[config.mk]
export PLATFORM = sky130hd
export DESIGN_NAME = wb_port_arbiter_flat
export DESIGN_NICKNAME = d
export VERILOG_FILES = /design/src/rtl/wb_port_arbiter_if.sv /design/src/rtl/wb_port_arbiter.sv /design/src/flat_wrapper.sv
export SDC_FILE = /design/constraint.sdc
export NUM_CORES = 1
export LEC_CHECK = 0
export ABC_AREA = 1
export CORE_MARGIN = 4
export CORE_UTILIZATION = 35
export CTS_BUF_LIST = sky130_fd_sc_hd__clkbuf_4 sky130_fd_sc_hd__clkbuf_8
export DETAILED_ROUTE_END_ITERATION = 10
export PLACE_DENSITY = 0.65
export RECOVER_POWER = 50
export SYNTH_ARGS = -nofsm -noshare
export SYNTH_HDL_FRONTEND = slang
export SYNTH_SLANG_ARGS = --single-unit
[constraint.sdc]
create_clock -name clk -period 6.1 [get_ports clk]
set_input_delay 1.525 -clock clk [delete_from_list [all_inputs] [get_ports clk]]
set_output_delay 1.525 -clock clk [all_outputs]
set_load 0.005 [all_outputs]
[src/rtl/wb_port_arbiter_if.sv]
// Bus bundle between the MEM/WB stage, the long-latency unit and the register file write port.
// The master side is the pipeline/long-latency source; the slave side is the arbiter.
interface wb_port_arbiter_if #(
   parameter int XLEN = 64,
   parameter int REGW = 5
);
   logic            wb_regwrite;
   logic            wb_memtoreg;
   logic [XLEN-1:0] wb_readdata;
   logic [XLEN-1:0] wb_alu_result;
   logic [REGW-1:0] wb_rd;
   logic            lu_valid;
   logic            lu_ready;
   logic [REGW-1:0] lu_rd;
   logic [XLEN-1:0] lu_data;
   logic            rf_we;
   logic [REGW-1:0] rf_waddr;
   logic [XLEN-1:0] rf_wdata;
   logic            stall;

   modport master (
      output wb_regwrite, wb_memtoreg, wb_readdata, wb_alu_result, wb_rd,
      output lu_valid, lu_rd, lu_data,
      input  lu_ready, rf_we, rf_waddr, rf_wdata, stall
   );

   modport slave (
      input  wb_regwrite, wb_memtoreg, wb_readdata, wb_alu_result, wb_rd,
      input  lu_valid, lu_rd, lu_data,
      output lu_ready, rf_we, rf_waddr, rf_wdata, stall
   );
endinterface

[src/rtl/wb_port_arbiter.sv]
// Shares the register-file write port between MEM/WB writeback and buffered long-latency results,
// forcing a one-cycle pipeline stall when the FIFO head has waited STARVE_MAX cycles.
module wb_port_arbiter #(
   parameter int XLEN       = 64,
   parameter int REGW       = 5,
   parameter int DEPTH      = 2,
   parameter int STARVE_MAX = 4
) (
   input  logic              clk,
   input  logic              rst_n,
   wb_port_arbiter_if.slave  bus
);
   localparam int PW = $clog2(DEPTH);
   localparam int CW = PW + 1;
   localparam int SW = $clog2(STARVE_MAX + 1);
   localparam logic [CW-1:0] FULL_CNT   = CW'(DEPTH);
   localparam logic [SW-1:0] STARVE_LIM = SW'(STARVE_MAX);

   typedef struct packed {
      logic [REGW-1:0] rd;
      logic [XLEN-1:0] data;
   } entry_t;

   entry_t          r_mem [DEPTH];
   logic [PW-1:0]   r_wptr, r_rptr;
   logic [CW-1:0]   r_count, w_count_next;
   logic [SW-1:0]   r_starve, w_starve_next;
   logic            r_stall, w_stall_next;
   logic            w_empty, w_full, w_wb_req, w_deq, w_enq;

   assign w_empty  = (r_count == '0);
   assign w_full   = (r_count == FULL_CNT);
   assign w_wb_req = bus.wb_regwrite & (bus.wb_rd != '0) & ~r_stall;
   assign w_deq    = ~w_wb_req & ~w_empty;
   // rd==0 results complete the handshake but never occupy a slot.
   assign w_enq    = bus.lu_valid & ~w_full & (bus.lu_rd != '0);

   assign bus.lu_ready = ~w_full;
   assign bus.stall    = r_stall;

   always_comb begin
      // NOTE: every comb output gets a default first so no path leaves it unassigned (no latch).
      w_count_next  = r_count + CW'(w_enq) - CW'(w_deq);
      w_starve_next = r_starve;
      if (w_count_next == '0 || w_deq)
         w_starve_next = '0;
      else if (!w_empty && r_starve < STARVE_LIM)
         w_starve_next = r_starve + SW'(1);
      w_stall_next = (w_count_next != '0) && (w_starve_next >= STARVE_LIM);
   end

   always_ff @(posedge clk or negedge rst_n) begin
      if (!rst_n) begin
         r_wptr   <= '0;
         r_rptr   <= '0;
         r_count  <= '0;
         r_starve <= '0;
         r_stall  <= 1'b0;
      end else begin
         // NOTE: state registers use non-blocking assignments so all updates see pre-edge values.
         if (w_enq) r_wptr <= r_wptr + PW'(1);
         if (w_deq) r_rptr <= r_rptr + PW'(1);
         r_count  <= w_count_next;
         r_starve <= w_starve_next;
         r_stall  <= w_stall_next;
      end
   end

   // NOTE: entry storage is not reset; r_count alone decides which slots hold live data.
   always_ff @(posedge clk) begin
      if (w_enq) r_mem[r_wptr] <= '{rd: bus.lu_rd, data: bus.lu_data};
   end

   always_comb begin
      bus.rf_we    = 1'b0;
      bus.rf_waddr = '0;
      bus.rf_wdata = '0;
      if (rst_n) begin
         if (w_wb_req) begin
            bus.rf_we    = 1'b1;
            bus.rf_waddr = bus.wb_rd;
            bus.rf_wdata = bus.wb_memtoreg ? bus.wb_readdata : bus.wb_alu_result;
         end else if (!w_empty) begin
            bus.rf_we    = 1'b1;
            bus.rf_waddr = r_mem[r_rptr].rd;
            bus.rf_wdata = r_mem[r_rptr].data;
         end
      end
   end
endmodule

[src/flat_wrapper.sv]
// flat-port wrapper written by rule: the top's interface ports become plain ports
module wb_port_arbiter_flat 
#(
   parameter int XLEN       = 64,
   parameter int REGW       = 5,
   parameter int DEPTH      = 2,
   parameter int STARVE_MAX = 4
)
  (clk, rst_n, bus_wb_regwrite, bus_wb_memtoreg, bus_wb_readdata, bus_wb_alu_result, bus_wb_rd, bus_lu_valid, bus_lu_rd, bus_lu_data, bus_lu_ready, bus_rf_we, bus_rf_waddr, bus_rf_wdata, bus_stall);
  wb_port_arbiter_if #(.XLEN(XLEN), .REGW(REGW)) bus_i ();
  input  logic clk;
  input  logic rst_n;
  input wire logic [$bits(bus_i.wb_regwrite)-1:0] bus_wb_regwrite;
  input wire logic [$bits(bus_i.wb_memtoreg)-1:0] bus_wb_memtoreg;
  input wire logic [$bits(bus_i.wb_readdata)-1:0] bus_wb_readdata;
  input wire logic [$bits(bus_i.wb_alu_result)-1:0] bus_wb_alu_result;
  input wire logic [$bits(bus_i.wb_rd)-1:0] bus_wb_rd;
  input wire logic [$bits(bus_i.lu_valid)-1:0] bus_lu_valid;
  input wire logic [$bits(bus_i.lu_rd)-1:0] bus_lu_rd;
  input wire logic [$bits(bus_i.lu_data)-1:0] bus_lu_data;
  output wire logic [$bits(bus_i.lu_ready)-1:0] bus_lu_ready;
  output wire logic [$bits(bus_i.rf_we)-1:0] bus_rf_we;
  output wire logic [$bits(bus_i.rf_waddr)-1:0] bus_rf_waddr;
  output wire logic [$bits(bus_i.rf_wdata)-1:0] bus_rf_wdata;
  output wire logic [$bits(bus_i.stall)-1:0] bus_stall;
  assign bus_i.wb_regwrite = bus_wb_regwrite;
  assign bus_i.wb_memtoreg = bus_wb_memtoreg;
  assign bus_i.wb_readdata = bus_wb_readdata;
  assign bus_i.wb_alu_result = bus_wb_alu_result;
  assign bus_i.wb_rd = bus_wb_rd;
  assign bus_i.lu_valid = bus_lu_valid;
  assign bus_i.lu_rd = bus_lu_rd;
  assign bus_i.lu_data = bus_lu_data;
  assign bus_lu_ready = bus_i.lu_ready;
  assign bus_rf_we = bus_i.rf_we;
  assign bus_rf_waddr = bus_i.rf_waddr;
  assign bus_rf_wdata = bus_i.rf_wdata;
  assign bus_stall = bus_i.stall;
  wb_port_arbiter #(.XLEN(XLEN), .REGW(REGW), .DEPTH(DEPTH), .STARVE_MAX(STARVE_MAX)) u_core (.clk(clk), .rst_n(rst_n), .bus(bus_i));
endmodule
==> flow_summary.toml <==
[routing]
wl_mm = 22.4
first_iter_violations = 338
dr.pass1.iters = 5
post_drt_via_cell_ratio = 4.80
drc = 0
routedWlPerCell_um = 15.9
dr_total_vias = 6776
detail-route-antenna-nets = 0

[setup_path]
required_ps = 4580
critPathMaxStageDelay_ps = 540
worst_setup_path_start_kind = "input port"
end_kind = "primary output"
crit_arrival_ps = 3900
path_cells = "dlygate4sd3_1, clkbuf_1, inv_2, buf_4, a21oi_1, clkdlybuf4s50_1"
crit_fanout = 29
path_class = "input port to primary output"
critPathSlowestCell = "clkdlybuf4s50_1"

[power]
switching_share = 0.356
peakVddDrop_uv = 196
power.density_nw_per_um2 = 327
total_power_mw = 3.56
p_leak_nw = 4.22
comb_power_share = 0.392
power.switching_mw = 1.27
power_frac_seq = 0.399
clockPowerShare = 0.210
p_int_mw = 2.29

[timing]
finalCritPeriodShare = 0.890
hold_viol_final = 0
max_slew.worst_pin.slew_ps = 2280
fmax_ghz = 0.184
tns_ps = 0
drv_slew = 26
hold_slack_ps = 496
rsz0062_at_grt = "false"
finClkSkew_ps = 12.8
slew_headroom = -0.524
finalSetupViolations = 0
finalCriticalPeriod_ps = 5430

[synth]
yosysWarningCount = 0
synth_seq_cells = 146
syn_nets = 1085
synthesis.area_um2 = 7630
ys_types = 24
synth_area_per_cell_um2 = 8.72
synth-seq-area-share = 0.569
syn-instance-count = 875

[clocking]
htree_levels = 4
postCtsSetupBuffers = 0
clkTransAtPathRegs_ps = 80
clock_latency_ps = 440
cts-root-buf = "clkbuf_8"
postCtsResizedCells = 0
clock-sinks = 146
cts_buffer_depth = 2
numCtsBuffers = 17
holdBufCountCts = 0
tritoncts = "built"

[floorplanning]
core_area_um2 = 21200
die_area_um2 = 24200
initial_core_util = 0.360
die_width_um = 156
rows = 53
fp.dieH_um = 156
io_pins = 279

[placed_design]
placement.cell_area_um2 = 10500
gp_congestion = 0.761
dp_hpwl_mm = 14.8
portBuffers = 278

[run]
cap_viol_max_count = 1

[global_route]
grt_pass1_wl_mm = 34.4
antenna_found_initial = 5
grt_pass1_vias = 6634
grt_max_degree = 71
track_usage = 0.181
overflow = 0

[finish]
syn2layout_area_growth_pct = 42.7
final_cell_area_um2 = 10900
fin_nets = 1330
layout-drive-gt1-share = 0.0459

[outcome]
violations = "max-capacitance violations, max-slew violations"
status = "complete, but fails checks"

[worst_hold_path]
hold_path_class = "flop to flop"
path summary, 6_finish.rpt:
path	cells after the start	slack, ps	from	to
min in group asynchronous	2	1570	rst_n	u_core.r_starve[2]
worst max register to register	4	2050	u_core.r_count[1]	u_core.r_mem[1][31]
worst min register to register	2	500	u_core.r_wptr	u_core.r_wptr
worst min-delay path	2	500	u_core.r_wptr	u_core.r_wptr
max in group asynchronous	2	4150	rst_n	u_core.r_rptr
worst max-delay path	6	670	rst_n	bus_rf_wdata[0]
Yosys cell counts, drive strengths merged:
library cell,count,area [um2]
nand2,292,1100
buf,51,337
clkinv,1,5.00
edfxtp,138,4140
inv,80,300
nor3,1,5.00
dfrtp,8,200
nor2,10,47.6
nand3,72,365
xor2,1,8.76
clkbuf,13,48.8
a21boi,1,7.51
a21oi,140,701
ha,3,37.5
o21ai,64,320
power by group through the flow:
| stage | Clock [mW] | Combinational, mW | Sequential [mW] |
|---|---|---|---|
| 2_1_floorplan | 0 | 0.863 | 1.44 |
| 5_1_grt | 0.824 | 1.58 | 1.44 |
| 6_report | 0.747 | 1.40 | 1.42 |
| 3_5_place_dp | 0 | 1.45 | 1.44 |
| 4_1_cts | 0.770 | 1.46 | 1.42 |
| 3_3_place_gp | 0 | 1.44 | 1.43 |
worst max-delay path, delay by kind of cell:
family	cells	cell delay, ps
buffers and inverters	5	2190
AOI/OAI and AO/OA	1	180
cells in the final DEF, fill, tap and decap left out, types with 2 or more instances in the layout:
| cell type | synthesis | layout |
|---|---|---|
| bufinv_16 | 0 | 2 |
| clkinv_4 | 0 | 5 |
| buf_4 | 16 | 9 |
| nand3_1 | 71 | 71 |
| inv_2 | 3 | 3 |
| clkdlybuf4s50_1 | 0 | 205 |
| inv_1 | 77 | 76 |
| a21oi_1 | 140 | 140 |
| diode_2 | 0 | 3 |
| buf_12 | 0 | 2 |
| dfrtp_1 | 8 | 7 |
| clkbuf_8 | 0 | 17 |
| inv_6 | 0 | 4 |
| edfxtp_1 | 138 | 138 |
| ha_1 | 3 | 3 |
| o21ai_1 | 11 | 11 |
| clkinv_2 | 1 | 2 |
| nor2_1 | 8 | 8 |
| clkinv_1 | 0 | 2 |
| nand2_1 | 291 | 291 |
| nor2_4 | 1 | 2 |
| dlygate4sd3_1 | 0 | 72 |
| o21ai_0 | 53 | 53 |
logic make-up after synthesis:
family          share of synthesized area
simple gates                        0.199
buf+inv                            0.0905
compound gates                      0.135
flops                               0.569
fa+ha+maj                         0.00492
xor+xnor                          0.00115
layer usage:
metal  wire [um]  vias up  GRT usage  share of wire
met4         242        4     0.0471          0.011
met3        1750       20     0.0588          0.078
li1            -     3419          -              -
met5          14        -          0        0.00063
met2       11100      228      0.315           0.49
met1        9330     3105      0.215           0.42
area by class of cell:
type	count	area (um2)
Tap cell	275	344
Sequential cell	146	4350
Inverter	81	307
Multi-Input combinational cell	584	2600
Clock inverter	14	154
Timing Repair Buffer	290	2890
Clock buffer	18	241
Antenna cell	3	7.51
Fill cell	1982	10300
flip-flops by register name, indices dropped and copies added, names as in the netlist:
register	cells
u_core.r_count	2
u_core.r_rptr	1
u_core.r_mem	138
u_core.r_wptr	1
u_core.bus.stall	1
u_core.r_starve	3
through the flow:
step	cells	utilization	worst slack, ps
6_report	1411	0.513	672
2_1_floorplan	875	-	939
3_5_place_dp	1376	0.495	778
4_1_cts	1408	0.514	773
3_3_place_gp	1376	0.495	760
5_1_grt	1411	0.513	407
(Power assumes the default switching activity.)
